### src/rtl/pll_dps_pkg.sv
// Shared encodings and defaults for the dynamic phase-shift responder.
// Select codes 001..110 address the accumulators M, C0..C4 in order.
package pll_dps_pkg;

  localparam int DONE_EDGES_DEF  = 2;
  localparam int LOCK_CYCLES_DEF = 16;
  localparam int NUM_ACC         = 6;

  localparam logic [2:0] SEL_ALL  = 3'b000;
  localparam logic [2:0] SEL_M    = 3'b001;
  localparam logic [2:0] SEL_C0   = 3'b010;
  localparam logic [2:0] SEL_C1   = 3'b011;
  localparam logic [2:0] SEL_C2   = 3'b100;
  localparam logic [2:0] SEL_C3   = 3'b101;
  localparam logic [2:0] SEL_C4   = 3'b110;
  localparam logic [2:0] SEL_NONE = 3'b111;

  typedef enum logic [1:0] {
    ST_IDLE    = 2'd0,
    ST_ARMED   = 2'd1,
    ST_BUSY    = 2'd2,
    ST_RELEASE = 2'd3
  } dps_state_e;

  // Accumulator idx answers to select code idx+1, or to the broadcast code.
  function automatic logic sel_hit(input logic [2:0] sel, input int idx);
    return (sel == SEL_ALL) || (sel == 3'(idx + 1));
  endfunction

endpackage

### src/rtl/pll_phase_responder_if.sv
// Phase-step request/response and read-back bundle of the phase responder.
interface pll_phase_responder_if;
  logic        phasestep;
  logic [2:0]  phasecounterselect;
  logic        phaseupdown;
  logic [2:0]  rd_sel;
  logic        phase_done;
  logic [7:0]  rd_phase;
  logic [15:0] step_count;

  modport master (
    output phasestep, phasecounterselect, phaseupdown, rd_sel,
    input  phase_done, rd_phase, step_count
  );

  modport slave (
    input  phasestep, phasecounterselect, phaseupdown, rd_sel,
    output phase_done, rd_phase, step_count
  );
endinterface

### src/rtl/sync2.sv
// Two-flop synchronizer for a single asynchronous level.
module sync2 (
  input  logic clk,
  input  logic rstn,
  input  logic d,
  output logic q
);
  logic meta_r;
  logic q_r;

  // Two-stage capture chain.
  always_ff @(posedge clk or negedge rstn) begin
    if (!rstn) begin
      meta_r <= 1'b0;
      q_r    <= 1'b0;
    end else begin
      meta_r <= d;
      q_r    <= meta_r;
    end
  end

  assign q = q_r;
endmodule

### src/rtl/pll_phase_responder.sv
// Emulates a PLL's dynamic phase-shift port: scanclk-strobed step handshake,
// six phase accumulators, clock-source switch and a lock timer.
module pll_phase_responder
  import pll_dps_pkg::*;
#(
  parameter int DONE_EDGES  = DONE_EDGES_DEF,
  parameter int LOCK_CYCLES = LOCK_CYCLES_DEF
) (
  input  logic                         clk,
  input  logic                         rstn,
  input  logic                         areset,
  input  logic                         clkswitch,
  input  logic                         scanclk,
  pll_phase_responder_if.slave         dps,
  output logic                         locked,
  output logic                         clksrc
);

  localparam logic [7:0]  EDGE_LAST = 8'(DONE_EDGES - 1);
  localparam logic [15:0] LOCK_LAST = 16'(LOCK_CYCLES - 1);

  logic areset_s, clkswitch_s, scanclk_s, phasestep_s;
  logic scan_prev_r, clksw_prev_r;
  logic scan_rise_s, clksw_rise_s;

  dps_state_e  state_r, state_nxt_s;
  logic [2:0]  sel_r;
  logic        up_r;
  logic [7:0]  edge_cnt_r;
  logic        last_edge_s;
  logic        latch_s, clr_cnt_s, inc_cnt_s, apply_s;
  logic [7:0]  acc_r [NUM_ACC];
  logic [15:0] step_count_r;
  logic        phase_done_r;
  logic        clksrc_r;
  logic        locked_r;
  logic [15:0] lock_cnt_r;
  logic [7:0]  rd_phase_s;

  sync2 u_sync_areset    (.clk(clk), .rstn(rstn), .d(areset),        .q(areset_s));
  sync2 u_sync_clkswitch (.clk(clk), .rstn(rstn), .d(clkswitch),     .q(clkswitch_s));
  sync2 u_sync_scanclk   (.clk(clk), .rstn(rstn), .d(scanclk),       .q(scanclk_s));
  sync2 u_sync_phasestep (.clk(clk), .rstn(rstn), .d(dps.phasestep), .q(phasestep_s));

  assign scan_rise_s  = scanclk_s & ~scan_prev_r;
  assign clksw_rise_s = clkswitch_s & ~clksw_prev_r;
  assign last_edge_s  = (edge_cnt_r == EDGE_LAST);

  // Previous-value registers for edge detection.
  always_ff @(posedge clk or negedge rstn) begin
    if (!rstn) begin
      scan_prev_r  <= 1'b0;
      clksw_prev_r <= 1'b0;
    end else begin
      scan_prev_r  <= scanclk_s;
      clksw_prev_r <= clkswitch_s;
    end
  end

  // FSM state register.
  always_ff @(posedge clk or negedge rstn) begin
    if (!rstn) begin
      state_r <= ST_IDLE;
    end else begin
      state_r <= state_nxt_s;
    end
  end

  // FSM next state; areset overrides any scanclk activity.
  always_comb begin
    state_nxt_s = state_r;
    if (areset_s) begin
      state_nxt_s = ST_IDLE;
    end else if (scan_rise_s) begin
      case (state_r)
        ST_IDLE:    state_nxt_s = phasestep_s ? ST_ARMED : ST_IDLE;
        ST_ARMED:   state_nxt_s = phasestep_s ? ST_BUSY : ST_IDLE;
        ST_BUSY: begin
          if (last_edge_s) begin
            state_nxt_s = phasestep_s ? ST_RELEASE : ST_IDLE;
          end else begin
            state_nxt_s = ST_BUSY;
          end
        end
        ST_RELEASE: state_nxt_s = phasestep_s ? ST_RELEASE : ST_IDLE;
        default:    state_nxt_s = ST_IDLE;
      endcase
    end else begin
      state_nxt_s = state_r;
    end
  end

  // FSM action strobes, all qualified by a scanclk rise outside areset.
  always_comb begin
    latch_s   = 1'b0;
    clr_cnt_s = 1'b0;
    inc_cnt_s = 1'b0;
    apply_s   = 1'b0;
    if (!areset_s && scan_rise_s) begin
      case (state_r)
        ST_IDLE:  latch_s   = phasestep_s;
        ST_ARMED: clr_cnt_s = phasestep_s;
        ST_BUSY: begin
          if (last_edge_s) begin
            apply_s = 1'b1;
          end else begin
            inc_cnt_s = 1'b1;
          end
        end
        default: ;
      endcase
    end else begin
      latch_s = 1'b0;
    end
  end

  // Captured step request and BUSY edge counter.
  always_ff @(posedge clk or negedge rstn) begin
    if (!rstn) begin
      sel_r      <= SEL_NONE;
      up_r       <= 1'b0;
      edge_cnt_r <= 8'd0;
    end else begin
      if (latch_s) begin
        sel_r <= dps.phasecounterselect;
        up_r  <= dps.phaseupdown;
      end
      if (clr_cnt_s) begin
        edge_cnt_r <= 8'd0;
      end else if (inc_cnt_s) begin
        edge_cnt_r <= edge_cnt_r + 8'd1;
      end
    end
  end

  // Phase accumulators, wrapping modulo 256.
  always_ff @(posedge clk or negedge rstn) begin
    if (!rstn) begin
      for (int i = 0; i < NUM_ACC; i++) acc_r[i] <= 8'd0;
    end else if (areset_s) begin
      for (int i = 0; i < NUM_ACC; i++) acc_r[i] <= 8'd0;
    end else if (apply_s) begin
      for (int i = 0; i < NUM_ACC; i++) begin
        if (sel_hit(sel_r, i)) begin
          acc_r[i] <= up_r ? (acc_r[i] + 8'd1) : (acc_r[i] - 8'd1);
        end
      end
    end
  end

  // Completed-step counter (saturating) and done flag; areset leaves the count alone.
  always_ff @(posedge clk or negedge rstn) begin
    if (!rstn) begin
      step_count_r <= 16'd0;
      phase_done_r <= 1'b1;
    end else begin
      if (apply_s && (step_count_r != 16'hFFFF)) begin
        step_count_r <= step_count_r + 16'd1;
      end
      phase_done_r <= (state_nxt_s != ST_BUSY);
    end
  end

  // Input clock source toggle.
  always_ff @(posedge clk or negedge rstn) begin
    if (!rstn) begin
      clksrc_r <= 1'b0;
    end else if (areset_s) begin
      clksrc_r <= 1'b0;
    end else if (clksw_rise_s) begin
      clksrc_r <= ~clksrc_r;
    end
  end

  // Lock timer: counts from the end of areset (or rstn) up to LOCK_CYCLES.
  always_ff @(posedge clk or negedge rstn) begin
    if (!rstn) begin
      lock_cnt_r <= 16'd0;
      locked_r   <= 1'b0;
    end else if (areset_s) begin
      lock_cnt_r <= 16'd0;
      locked_r   <= 1'b0;
    end else if (!locked_r) begin
      if (lock_cnt_r == LOCK_LAST) begin
        locked_r <= 1'b1;
      end else begin
        lock_cnt_r <= lock_cnt_r + 16'd1;
      end
    end
  end

  // Read-back mux; broadcast and none codes read as zero.
  always_comb begin
    rd_phase_s = 8'd0;
    case (dps.rd_sel)
      SEL_M:   rd_phase_s = acc_r[0];
      SEL_C0:  rd_phase_s = acc_r[1];
      SEL_C1:  rd_phase_s = acc_r[2];
      SEL_C2:  rd_phase_s = acc_r[3];
      SEL_C3:  rd_phase_s = acc_r[4];
      SEL_C4:  rd_phase_s = acc_r[5];
      default: rd_phase_s = 8'd0;
    endcase
  end

  assign dps.rd_phase   = rd_phase_s;
  assign dps.step_count = step_count_r;
  assign dps.phase_done = phase_done_r;
  assign locked         = locked_r;
  assign clksrc         = clksrc_r;

endmodule

### src/flat_wrapper.sv
// flat-port wrapper written by rule: the top's interface ports become plain ports
module pll_phase_responder_flat import pll_dps_pkg::*;
#(
  parameter int DONE_EDGES  = DONE_EDGES_DEF,
  parameter int LOCK_CYCLES = LOCK_CYCLES_DEF
)
  (clk, rstn, areset, clkswitch, scanclk, locked, clksrc, dps_phasestep, dps_phasecounterselect, dps_phaseupdown, dps_rd_sel, dps_phase_done, dps_rd_phase, dps_step_count);
  pll_phase_responder_if dps_i ();
  input  logic clk;
  input  logic rstn;
  input  logic areset;
  input  logic clkswitch;
  input  logic scanclk;
  output logic locked;
  output logic clksrc;
  input wire logic [$bits(dps_i.phasestep)-1:0] dps_phasestep;
  input wire logic [$bits(dps_i.phasecounterselect)-1:0] dps_phasecounterselect;
  input wire logic [$bits(dps_i.phaseupdown)-1:0] dps_phaseupdown;
  input wire logic [$bits(dps_i.rd_sel)-1:0] dps_rd_sel;
  output wire logic [$bits(dps_i.phase_done)-1:0] dps_phase_done;
  output wire logic [$bits(dps_i.rd_phase)-1:0] dps_rd_phase;
  output wire logic [$bits(dps_i.step_count)-1:0] dps_step_count;
  assign dps_i.phasestep = dps_phasestep;
  assign dps_i.phasecounterselect = dps_phasecounterselect;
  assign dps_i.phaseupdown = dps_phaseupdown;
  assign dps_i.rd_sel = dps_rd_sel;
  assign dps_phase_done = dps_i.phase_done;
  assign dps_rd_phase = dps_i.rd_phase;
  assign dps_step_count = dps_i.step_count;
  pll_phase_responder #(.DONE_EDGES(DONE_EDGES), .LOCK_CYCLES(LOCK_CYCLES)) u_core (.clk(clk), .rstn(rstn), .areset(areset), .clkswitch(clkswitch), .scanclk(scanclk), .dps(dps_i), .locked(locked), .clksrc(clksrc));
endmodule
### config.mk
export PLATFORM = sky130hd
export DESIGN_NAME = pll_phase_responder_flat
export DESIGN_NICKNAME = d
export VERILOG_FILES = /design/src/rtl/pll_dps_pkg.sv /design/src/rtl/pll_phase_responder_if.sv /design/src/rtl/sync2.sv /design/src/rtl/pll_phase_responder.sv /design/src/flat_wrapper.sv
export SDC_FILE = /design/constraint.sdc
export NUM_CORES = 1
export LEC_CHECK = 0
export ABC_CLOCK_PERIOD_IN_PS = 3200
export CORE_MARGIN = 1.5
export CORE_UTILIZATION = 54
export CTS_CLUSTER_SIZE = 40
export DETAILED_ROUTE_END_ITERATION = 8
export GPL_TIMING_DRIVEN = 0
export PLACE_DENSITY_LB_ADDON = 0.1
export SETUP_SLACK_MARGIN = 0.15
export SLEW_MARGIN = 20
export SYNTH_ARGS = -nofsm -noshare
export SYNTH_HDL_FRONTEND = slang
export SYNTH_HIERARCHICAL = 1
export SYNTH_SLANG_ARGS = --single-unit
### constraint.sdc
create_clock -name clk -period 3.2 [get_ports clk]
set_input_delay 0.64 -clock clk [delete_from_list [all_inputs] [get_ports clk]]
set_output_delay 0.64 -clock clk [all_outputs]
set_load 0.005 [all_outputs]
Word level (Yosys, flattened, before mapping)

Cells that the tools add are included.

Register bits: 107
Bits in latches: 0
Memory bits (writable): 0
Bits in read-only memories: 0
Input bits: 13
Output and inout port bits: 27
Word-level logic and storage cells: 135
Memories: 0

$add $sub $neg: 15
Multiply operators: 0
Div/mod/pow operators: 0
$lt $le $gt $ge: 0
Equal/unequal tests: 21
Shift operators: 0
Muxes and demuxes: 42
Bitwise operators: 5
Reductions and logical operators: 27

Operators by type and width:

| cell                    | number |
|---|---|
| $mux W8                 | 14 |
| $mux W48                | 2 |
| $add A8 B1 Y8 const B   | 7 |
| $mux W16                | 3 |
| $pmux W8 S6             | 1 |
| $sub A8 B1 Y8 const B   | 6 |
| $add A16 B1 Y16 const B | 2 |
| $eq A3 B3 Y1 const B    | 6 |
| $reduce_bool A2 Y1      | 9 |
| $eq A16 B4 Y1 const B   | 1 |
| $mux W1                 | 16 |
| $ne A16 B16 Y1 const B  | 1 |
| $reduce_and A2 Y1       | 7 |
| $eq A3 B2 Y1 const B    | 4 |
| $mux W2                 | 5 |
| $eq A8 B1 Y1 const B    | 1 |
| $pmux W2 S4             | 1 |
| $eq A3 B1 Y1 const B    | 2 |
| $logic_or A1 B1 Y1      | 6 |
| $ne A2 B2 Y1 const B    | 3 |
| $eq A2 B2 Y1 const B    | 2 |
| $logic_not A3 Y1        | 1 |
| $not A1 Y1              | 3 |
| $and A1 B1 Y1           | 2 |
| other kinds (4)         | 5 |

Logic depth before layout (Yosys ltp)

Depth in word-level cells: 6
Depth in mapped cells: 9
Mapped depth without buffers: 8

Hierarchy

Netlist, hierarchy kept.

Modules (own cells, without submodules):

| module              | times used | cells each | area an instance (µm²) | seq. area each (µm²) |
|---|---|---|---|---|
| pll_phase_responder | 1          | 674        | 6301.0                 | 2482.4 |
| sync2               | 4          | 2          | 50.0                   | 50.0 |

Least setup slack after synthesis

OpenSTA, ideal clock, no wires.

Path type: reg2reg
Start: reg u_core.up_r
End: reg u_core/acc_r[15] (netlist name)
Library setup time: 125 ps
Data arrival time: 3076 ps
Required time: 3075 ps
Path slack: -1 ps
Stages on the path, launching flop included: 10
Path buffers: 1
Period minus slack after synthesis: 3201 ps
Cells stage by stage: dfrtp_1 > clkbuf_1 > inv_1 > ha_1 > a21oi_1 > o31ai_1 > a21o_1 > o31ai_1 > mux2i_1 > mux2_2

Longest elaborated chain between the ends: 4

RTL lines:

| what                            | RTL line                   | source |
|---|---|---|
| from (decl)                     | pll_phase_responder.sv:28  | `logic up_r;` |
| from (signal assigned)          | pll_phase_responder.sv:126 | `up_r <= dps.phaseupdown;` |
| $mux W8                         | pll_phase_responder.sv:145 | `acc_r[i] <= up_r ? (acc_r[i] + 8'd1) : (acc_r[i] - 8'd1);` |
| $mux W8                         | pll_phase_responder.sv:144 | `if (sel_hit(sel_r, i)) begin` |
| $mux W48                        | pll_phase_responder.sv:142 | `end else if (apply_s) begin` |
| $mux W48                        | pll_phase_responder.sv:140 | `end else if (areset_s) begin` |
| to (signal, indexed assignment) | pll_phase_responder.sv:145 |  |
| to (decl)                       | pll_phase_responder.sv:32  | `logic [7:0] acc_r [NUM_ACC];` |

Every way passes these cells. The select of a mux whose other input is x is not followed.
A chain may end at the register's enable or synchronous reset.

Final worst setup path

Start: in dps_rd_sel[1]
End: out dps_rd_phase[5]

Longest elaborated chain between the ends: 2
Elaborated cells on any way between the ends: 7
Classes of those cells: eq/ne (6); mux (1)

RTL lines:

| what                                 | RTL line                   | source |
|---|---|---|
| from (decl)                          | flat_wrapper.sv:19         | `input wire logic [$bits(dps_i.rd_sel)-1:0] dps_rd_sel;` |
| $eq A3 B3 Y1 (tied with other cells) | pll_phase_responder.sv:195 | `case (dps.rd_sel)` |
| $pmux W8 S6 (*)                      | pll_phase_responder.sv:195 |  |
| to (decl)                            | flat_wrapper.sv:21         | `output wire logic [$bits(dps_i.rd_phase)-1:0] dps_rd_phase;` |

Every way passes the cells marked *; elsewhere a longest branch is shown, timed or not.

==> summary.txt <==
Global routing
  • Antenna violations before repair: 0
  • First-pass GRT wire length: 25320 um
  • Pin count of the biggest net entering global routing: 81
  • Vias in the first global route: 5220
  • Overflow after GRT: 0
  • Global Route Usage Sum: 24.93%

Pwr
  • PD cells: 421.0 nW/um2
  • Total Power: 3150 uW
  • VDD IR-drop max: 0.0003249 V
  • P_leak: 0.003352 uW

STA
  • Endpoints failing setup: 0
  • Hold_ws: 0.1431 ns
  • Worst setup margin: 0.2464 ns
  • Worst slew margin: 47.72%
  • Final min period: 2.954 ns
  • Max Slew Vio Count: 0
  • RSZ-0062 raised after global routing: yes
  • Max Clock Freq: 0.3386 GHz
  • Final Hold Fails: 0
  • Final Cycle Share: 92.30%
  • Max Clock Skew: 0.007113 ns
  • Least-Margin Pin Slew: 0.7782 ns

Synthesis
  • Mapped Nets: 741
  • Netlist cell types: 47
  • Main combinational cell family by area after synthesis: simple AND/OR/NAND/NOR gates
  • Post-synth EDFFs: 0
  • Synth Area in Compound Gates: 13.55%
  • Seq cells post-synth: 107
  • Yosys top cell area share: 39.65%
  • Yosys warning count: 6
  • Post-synthesis xor/xnor area fraction: 8.757%
  • Main synth FF type: dfrtp_1
  • Post-synthesis simple-gate area fraction: 18.63%
  • Avg Cell Area, Syn: 9.533 um2
  • Area share of fa/ha/maj cells after synthesis: 9.546%
  • Synth area leader: dfrtp_1
  • Cells after Synth: 682
  • FFs w/ async S/R, synth: 100.0%
  • Area contributors post-synth: dfrtp_1, ha_1, o21ai_0
  • Sequential-to-total area share from yosys stat: 41.26%
  • Mux cell area share after synthesis: 4.927%
  • Cell Area, Synth: 6501 um2

Floorplan
  • Starting Density: 56.22%
  • Die Width: 112.7 um
  • I/O Pins: 40
  • Die ar.: 12710 um2
  • DIE HEIGHT: 112.7 um
  • Core ar.: 11560 um2
  • # rows: 39

Place
  • Cell Area, Placed: 7086 um2
  • Setup WS pre-CTS: -0.7091 ns
  • Count of input and output buffers: 37
  • DP HPWL: 10280 um
  • Routability Congestion: 0.8414

CTS
  • Clk_lat worst skew: 0.36 ns
  • Clock slew at reported path FFs: 0.07 ns
  • H-tree depth: 3
  • Clock Path Buffers: 2
  • Sink Count: 107
  • Inserted Clock Buffers: 9
  • CTS tree: done
  • Clock tree root buffer cell: clkbuf_16

Setup path
  • Critical-path maximum fanout: 7
  • Crit start category: input pin
  • CP Data Required Time: 2.56 ns
  • Data arrival, critical path: 2.31 ns
  • Crit path kind: in2out
  • Crit path capture type: output port

Cells and area
  • Leading cell type in the layout, fill and taps excluded: dfrtp_1
  • NumNets Final: 796
  • Area delta synth->final: 15.09%
  • ANT cells: 0
  • Layout cells sized above 1: 8.086%
  • Most frequent cells in the layout: dfrtp_1, o21ai_0, nor2_1, nand3_1, ha_1
  • # fillers: 937
  • Final core utilization: 64.70%
  • Fin area: 7482 um2

Detailed routing
  • Drt initial violations: 403
  • Post-route ant nets: 0
  • # DRC: 0
  • Post-DR vias/cell: 5.866
  • WL final: 14950 um
  • Routed len/inst: 16.89 um
  • First drt pass iteration count: 5
  • Routed via count: 5191

Outcome
  • Status: finished, final reports clean

Flow run
  • MaxCap Viol Count: 0

Worst hold path
  • Worst hold path class: in2async
[cell usage after synthesis, drive strengths merged, types with 2 or more instances]
cell type,number
o211ai,2
or3,12
a211oi,7
mux2,13
xnor2,34
nand4,13
buf,8
and4,2
nor2b,16
and3,4
inv,27
fa,6
a21oi,33
a21o,14
dfstp,4
nand2b,20
clkbuf,20
o21bai,3
nor2,60
nor3b,3
o21ai,62
nor4,4
nand3b,3
nand2,24
mux2i,17
a31oi,11
a221oi,7
ha,40
nand3,42
nor3,23
xor2,31
o31ai,7
dfrtp,103
[metal layers]
metal | track usage (%) | part of all wire (%) | up-vias
li1 | - | - | 2528
met1 | 33.35 | 47 | 2550
met2 | 42.11 | 48 | 102
met3 | 5.196 | 3.9 | 11
met4 | 5.485 | 1.2 | 0
met5 | 0 | 0 | -
[kinds of logic after synthesis]
family | after synthesis
AO/OA/AOI/OAI | 149
XOR/XNOR | 65
adder cells (fa/ha/maj) | 46
buffers and inverters | 55
flip-flops | 107
multiplexers | 30
AND/OR/NAND/NOR | 230
[final cells by class]
cell class,instances,area [um2],area share (%)
clock buffers,10,239.0,3.194
multi-input cells,520,3637,48.61
plain buffers,28,130.1,1.739
flip-flops and latches,107,2686,35.90
well taps,143,178.9,2.391
repair buffers,42,429.2,5.736
inverters,27,105.1,1.405
repair inverters,2,15.01,0.2007
clock inverters,6,61.31,0.8194
[critical path: stages]
cell and delay [ns]:
clkdlybuf4s15_1 0.27, buf_4 0.22, nor2b_2 0.26, a21oi_1 0.17, a21oi_1 0.21, clkdlybuf4s50_1 0.53
[path summary, 6_finish.rpt]
kind	from	cells past startpoint	slack (ns)	to
max in group asynchronous	rstn	2	2.34	u_core/sel_r[2]
worst max-delay path	dps_rd_sel[1]	6	0.25	dps_rd_phase[5]
worst min register to register	u_core/u_sync_phasestep/meta_r	0	0.35	u_core/u_sync_phasestep/q
worst min-delay path	rstn	1	0.14	u_core/acc_r[29]
worst max register to register	u_core/up_r	10	0.30	u_core/acc_r[31]
min in group clk	u_core/u_sync_phasestep/meta_r	0	0.35	u_core/u_sync_phasestep/q
[registers in the layout (all words and copies together) (netlist names)]
name,flops
u_core/clksw_prev_r,1
u_core/u_sync_clkswitch/q,1
u_core/u_sync_phasestep/meta_r,1
u_core/locked,1
u_core/edge_cnt_r,8
u_core/lock_cnt_r,16
u_core/up_r,1
u_core/u_sync_phasestep/q,1
u_core/u_sync_clkswitch/meta_r,1
u_core/u_sync_areset/meta_r,1
u_core/u_sync_scanclk/meta_r,1
u_core/sel_r,3
u_core/scan_prev_r,1
u_core/dps.phase_done,1
u_core/acc_r,48
u_core/dps.step_count,16
u_core/u_sync_areset/q,1
u_core/clksrc,1
u_core/u_sync_scanclk/q,1
u_core/state_r,2
[through the flow]
step | setup TNS [ns] | std cells
2_1_floorplan | 0 | 682
3_3_place_gp | -285.63 | 862
3_5_place_dp | -6.907 | 863
4_1_cts | 0 | 885
5_1_grt | 0 | 885
6_report | 0 | 885
[power breakdown]
group	total [uW]	switching, uW	internal [uW]
registers	1420	33.9	1390
logic	593	356	237
clock network	1140	560	575
[what timing repair did]
action / CTS / global route
buffers inserted: 3 / 0
gates resized for setup: 14 / 6
cloned: 3 / 0
setup endpoints to repair: 33 / 6
hold buffers: 0 / 0
Note: power is estimated with default switching activity, not from simulation.
==> variant 1 (same flow settings) <==
Encoding of `dps_state_e`: now one-hot (4 bits for 4 states).
--- a/src/rtl/pll_dps_pkg.sv
+++ b/src/rtl/pll_dps_pkg.sv
@@ -17,7 +17,7 @@
 
-  typedef enum logic [1:0] {
-    ST_IDLE    = 2'd0,
-    ST_ARMED   = 2'd1,
-    ST_BUSY    = 2'd2,
-    ST_RELEASE = 2'd3
+  typedef enum logic [3:0] {
+    ST_IDLE    = 4'b0001,
+    ST_ARMED   = 4'b0010,
+    ST_BUSY    = 4'b0100,
+    ST_RELEASE = 4'b1000
   } dps_state_e;
Function: no difference found for any inputs over 10 cycles, from zero or initial values and one cycle with rstn low; not proved beyond that.
==> variant 1 against the unedited design <==
- worst setup slack got worse by 0.018 ns
- wire length rose by 3.4%
- sequential cell count rose by 2
- final area rose by 2.7%
- total power rose by 3.3%
- non-clock buffer count fell by 4
- synthesized area rose by 3.0%
- sequential share of layout area fell by 0.29 points
- largest cell class unchanged
- largest power group unchanged
- highest routed layer unchanged
==> variant 1: results (changes against the unedited design) <==
STATUS='complete, no violations'
POWERCLK_mW=1.19  # +4%
CRITPATHCAPTURE='dps_rd_phase[0]'
AVGVIACOUNTPERCELL=5.83  # -0.64%
CRITICAL_PATH.MAX_FANOUT=10  # +3
GLOBAL_ROUTE_WIRE_LENGTH_BEFORE_REPAIR_MM=25.7  # +1.5%
SYNTH.DISTINCT_CELLS=64  # +36%
WORST_EP_ARRIVAL_TIME_NS=2.33  # +0.02 ns
STARTPOINT='dps_rd_sel[2]'
MET2_LENGTH_MM=7.62  # +6.1%
FINAL_LAYOUT_SIZE_SUFFIX_GT1_SHARE_PCT=9.04  # +0.96 points
DRT-WIRELENGTH-PER-CELL_UM=16.8  # -0.50%
GRT_MAX_DEGREE=66  # -19%
MAX-VDD-IR-DROP_mV=0.379  # +16%
GP_CONGESTION=0.889  # +5.7%
MET1WIRELENGTH_MM=6.89  # -1.5%
NET-SWITCHING-POWER_uW=936  # -1.5%
GROUTE.USAGE.OVERALL_PCT=25.1  # +0.20 points
VIAS=5362  # +3.3%
REGTOREGENDPOINT='u_core/acc_r[47]'
NUM-NETS-FINAL=806  # +1.3%
PART_OF_THE_YOSYS_AREA_USED_FOR_SEQUENTIAL_ELEMENTS_PCT=40.8  # -0.44 points
DPL_CELL_AREA_UM2=7310  # +3.2%
WORST_R2R_PATH_DEPTH=8  # -2
YS_TOP_CELLS_BY_AREA='dfrtp_1, ha_1, xnor2_1'
MAX_FREQ_MHz=337  # -0.59%
SYN_AREA_PER_CELL_UM2=9.65  # +1.2%
CLOCK_SKEW_NS=0.0101  # +0.00298 ns
MET3ROUTEDLENGTH_UM=568  # -3.1%
LEAKAGE_nW=3.37  # +0.60%
POWER_FRAC_CLOCK_PCT=36.6  # +0.6 points
GLOBAL_ROUTE.USAGE.MET2_PCT=42.6  # +0.50 points
USE_MET1_PCT=32.2  # -1.1 points
SYNTHESIS.NETS=753  # +1.6%
FIRST_ITER_VIOLATIONS=356  # -12%
FIN_HOLD_WS_NS=0.206  # +0.0630 ns
REG2REG_SETUP_SLACK_NS=0.35  # +0.05 ns
NUMPLACEDINSTANCES=900  # +4.3%
-- variant 1: what timing repair did --
item / 4_1_cts / 5_1_grt
setup buffers: 0 / 2
cloned: 2 / 0
endpoints found under the setup margin: 29 / 4
resized for setup: 9 / 5
-- variant 1: cell type report --
type                            count  area, µm²
Buffer                             26        130
Clock buffer                       11        253
Clock inverter                      5       65.1
Fill cell                        1011       4370
Inverter                           20       78.8
Multi-Input combinational cell    539       3780
Sequential cell                   109       2740
Tap cell                          168        210
Timing Repair Buffer               40        414
Timing Repair inverter              2       15.0
-- variant 1: kinds of logic after synthesis --
logic type	share of synthesized area, %
flip-flops	40.8
AO/OA/AOI/OAI	14.6
XOR/XNOR	9.02
multiplexers	4.86
adder cells (fa/ha/maj)	9.27
buffers and inverters	2.90
AND/OR/NAND/NOR	18.5
-- variant 1: critical path: stages --
cell and delay (ns):
clkdlybuf4s15_1 0.26, buf_4 0.24, o21ai_0 0.35, a221oi_1 0.13
a21oi_1 0.17, clkdlybuf4s50_1 0.52
==> variant 2 (config.mk and constraints unchanged) <==
Without the edit above. Set the package constant `NUM_ACC` to 7 (it was 6).
--- a/src/rtl/pll_dps_pkg.sv
+++ b/src/rtl/pll_dps_pkg.sv
@@ -6,3 +6,3 @@
   localparam int LOCK_CYCLES_DEF = 16;
-  localparam int NUM_ACC         = 6;
+  localparam int NUM_ACC         = 7;
 
Function: no difference found for any inputs over 10 cycles, from zero or initial values and one cycle with rstn low; that may be too few to reach the edited logic, so the function may still have changed.
==> variant 2 against the unedited design <==
- the run now ends with design-rule violations left
- sequential cell count unchanged
- clock skew about the same
- first-iteration DRC count decreased by 38%
- cell count decreased by 0.45%
- wire length decreased by 1.9%
- final area increased by 1.2%
- total power increased by 2.3%
- synthesized area decreased by 0.65%
- worst setup slack got worse by 0.0069 ns
- critical path type unchanged
- largest power group unchanged
==> variant 2: results (changes against the unedited design) <==
ANTENNA_VIOLATIONS_BEFORE_REPAIR=0  # unchanged
FIRST_ITER_VIOLATIONS=251  # -38%
CLOCK_SKEW_NS=0.00692  # -0.000190 ns
TIMING.MAX_SLEW.REL_SLACK_PCT=46.0  # -1.7 points
ASYNC_FLOP_SHARE_PCT=100  # unchanged
GROUTE.USAGE.OVERALL_PCT=25.0  # +0.058 points
CTS_BUFFERS=9  # unchanged
NUM-NETS-FINAL=792  # -0.50%
WORST_EP_ARRIVAL_TIME_NS=2.32
GRT_MAX_DEGREE=61  # -25%
POST-ROUTE-DRC-COUNT=2  # +2
HP-CLASS='input port to asynchronous set/reset pin'
IO_BUFFERS=37  # unchanged
TOP_REGISTER='u_core/acc_r'
HTREE_NUM_LEVELS=3  # unchanged
STATUS='complete, but fails checks'
YOSYS-TOP-CELLS-COUNT='dfrtp_1, o21ai_0, nand3_1'
DP.FINAL_HPWL_MM=10.4  # +1.5%
SYNTH.DISTINCT_CELLS=50  # +6.4%
VIAS=5179  # -0.23%
MAX-VDD-IR-DROP_mV=0.488  # +50%
LEAKAGE_nW=3.33  # -0.56%
SYNTHESIS.NETS=729  # -1.6%
FILLERINSTANCES=980  # +4.6%
LARGEST_REGISTER_FF_COUNT=48  # unchanged
CLOCK_PATH_BUFFERS=2  # unchanged
VIAS_IN_THE_FIRST_GLOBAL_ROUTE=5209  # -0.21%
CTS.CLK_SLEW.WORST_PATHS_NS=0.08
PART_OF_THE_YOSYS_AREA_USED_FOR_SEQUENTIAL_ELEMENTS_PCT=41.5  # +0.27 points
NUMPLACEDINSTANCES=851  # -1.4%
N_ANTENNA_CELL=0  # unchanged
POSTROUTEWIRELENGTH_MM=14.7  # -1.9%
RR_STARTPOINT='u_core/up_r'
CRITICAL_PATH.MAX_FANOUT=10  # +3
GLOBAL_ROUTE_WIRE_LENGTH_BEFORE_REPAIR_MM=25.1  # -0.85%
VIOLATIONS='design-rule violations'
CTS_ROOT_BUF='clkbuf_16'
LAYOUT.CELLS.NON_FILLER=881  # -0.45%
FINAL_LAYOUT_SIZE_SUFFIX_GT1_SHARE_PCT=10.6  # +2.5 points
INSERTION_DELAY_NS=0.36  # about the same
DRT_PASS1_ITERATIONS=8  # +3
REG2REG_SETUP_SLACK_NS=0.54  # +0.24 ns
WORST_R2R_PATH_DEPTH=10  # unchanged
REGTOREGENDPOINT='u_core/acc_r[55]'
GP_CONGESTION=0.907  # +7.8%
YS_TOP_CELLS_BY_AREA='dfrtp_1, ha_1, o21ai_0'
YS.WARNINGS.COUNT=6  # unchanged
SYNTHESIS.INSTANCES=670  # -1.8%
## variant 2: kinds of logic after synthesis
| family | count (synthesis) | synth area share (%) |
|---|---|---|
| flops | 107 | 41.5 |
| fa+ha+maj | 46 | 9.61 |
| simple gates | 214 | 17.5 |
| compound gates | 161 | 15.4 |
| mux | 24 | 4.01 |
| xor+xnor | 64 | 8.68 |
| buf+inv | 54 | 3.29 |
## variant 2: worst max-delay path, cell delays in order
cell,delay [ns]
dlygate4sd2_1,0.27
buf_2,0.29
mux2i_1,0.29
nor2_1,0.06
a21oi_1,0.19
a21oi_1,0.10
clkdlybuf4s50_1,0.47
## variant 2: per-layer routing
layer	share of wire [%]	global-route usage (%)	wire [µm]
met5	0	0	0
met1	46	32.8	6760
met2	49	42.0	7150
met3	3.1	5.67	453
met4	2.1	6.84	303
## variant 2: cell type report
cell class              count  share of cell area (%)
plain buffers              29                    1.82
clock buffers               9                    2.97
clock inverters             7                    1.04
inverters                  25                    1.29
multi-input cells         509                    48.1
flip-flops and latches    107                    35.4
well taps                 143                    2.36
repair buffers             51                    6.87
repair inverters            1                  0.0991
## variant 2: repair_timing
action                                  in CTS  in global routing
gates resized for setup                     11                  1
endpoints found under the hold margin        0                  0
gates cloned                                 1                  0
setup buffers                                6                  7
endpoints found under the setup margin      29                  8
## variant 2: where the power goes
group          switching, mW  total (mW)  internal (mW)
combinational          0.378       0.684          0.306
clock                  0.566        1.12          0.556
sequential            0.0284        1.42           1.39
## variant 2: through the flow
step / utilization [%] / hold WS [ns] / cell area [µm²] / setup slack, ns / power [mW]
after floorplan: - / 0.331 / 6540 / 0.150 / 1.87
after global placement: 61.3 / 0.331 / 7080 / -3.08 / 2.01
after detailed placement: 61.5 / 0.340 / 7110 / -0.527 / 2.05
after CTS: 64.9 / 0.263 / 7510 / 0.209 / 3.21
after global routing: 65.5 / 0.287 / 7570 / 0.166 / 3.38
final: 65.5 / 0.249 / 7570 / 0.240 / 3.22
## variant 2: how the worst max path moves through the flow
| stage | cells after the start | to | start | slack [ns] |
|---|---|---|---|---|
| detailed placement | 7 | dps_rd_phase[2] | dps_rd_sel[2] | -0.53 |
| finish | 7 | dps_rd_phase[2] | dps_rd_sel[2] | 0.24 |
| CTS | 7 | dps_rd_phase[6] | dps_rd_sel[2] | 0.21 |
| floorplan | 9 | u_core/acc_r[55] | u_core/up_r | 0.15 |
| global placement | 1 | u_core/up_r | rstn | -3.08 |
| global route | 7 | dps_rd_phase[2] | dps_rd_sel[2] | 0.17 |
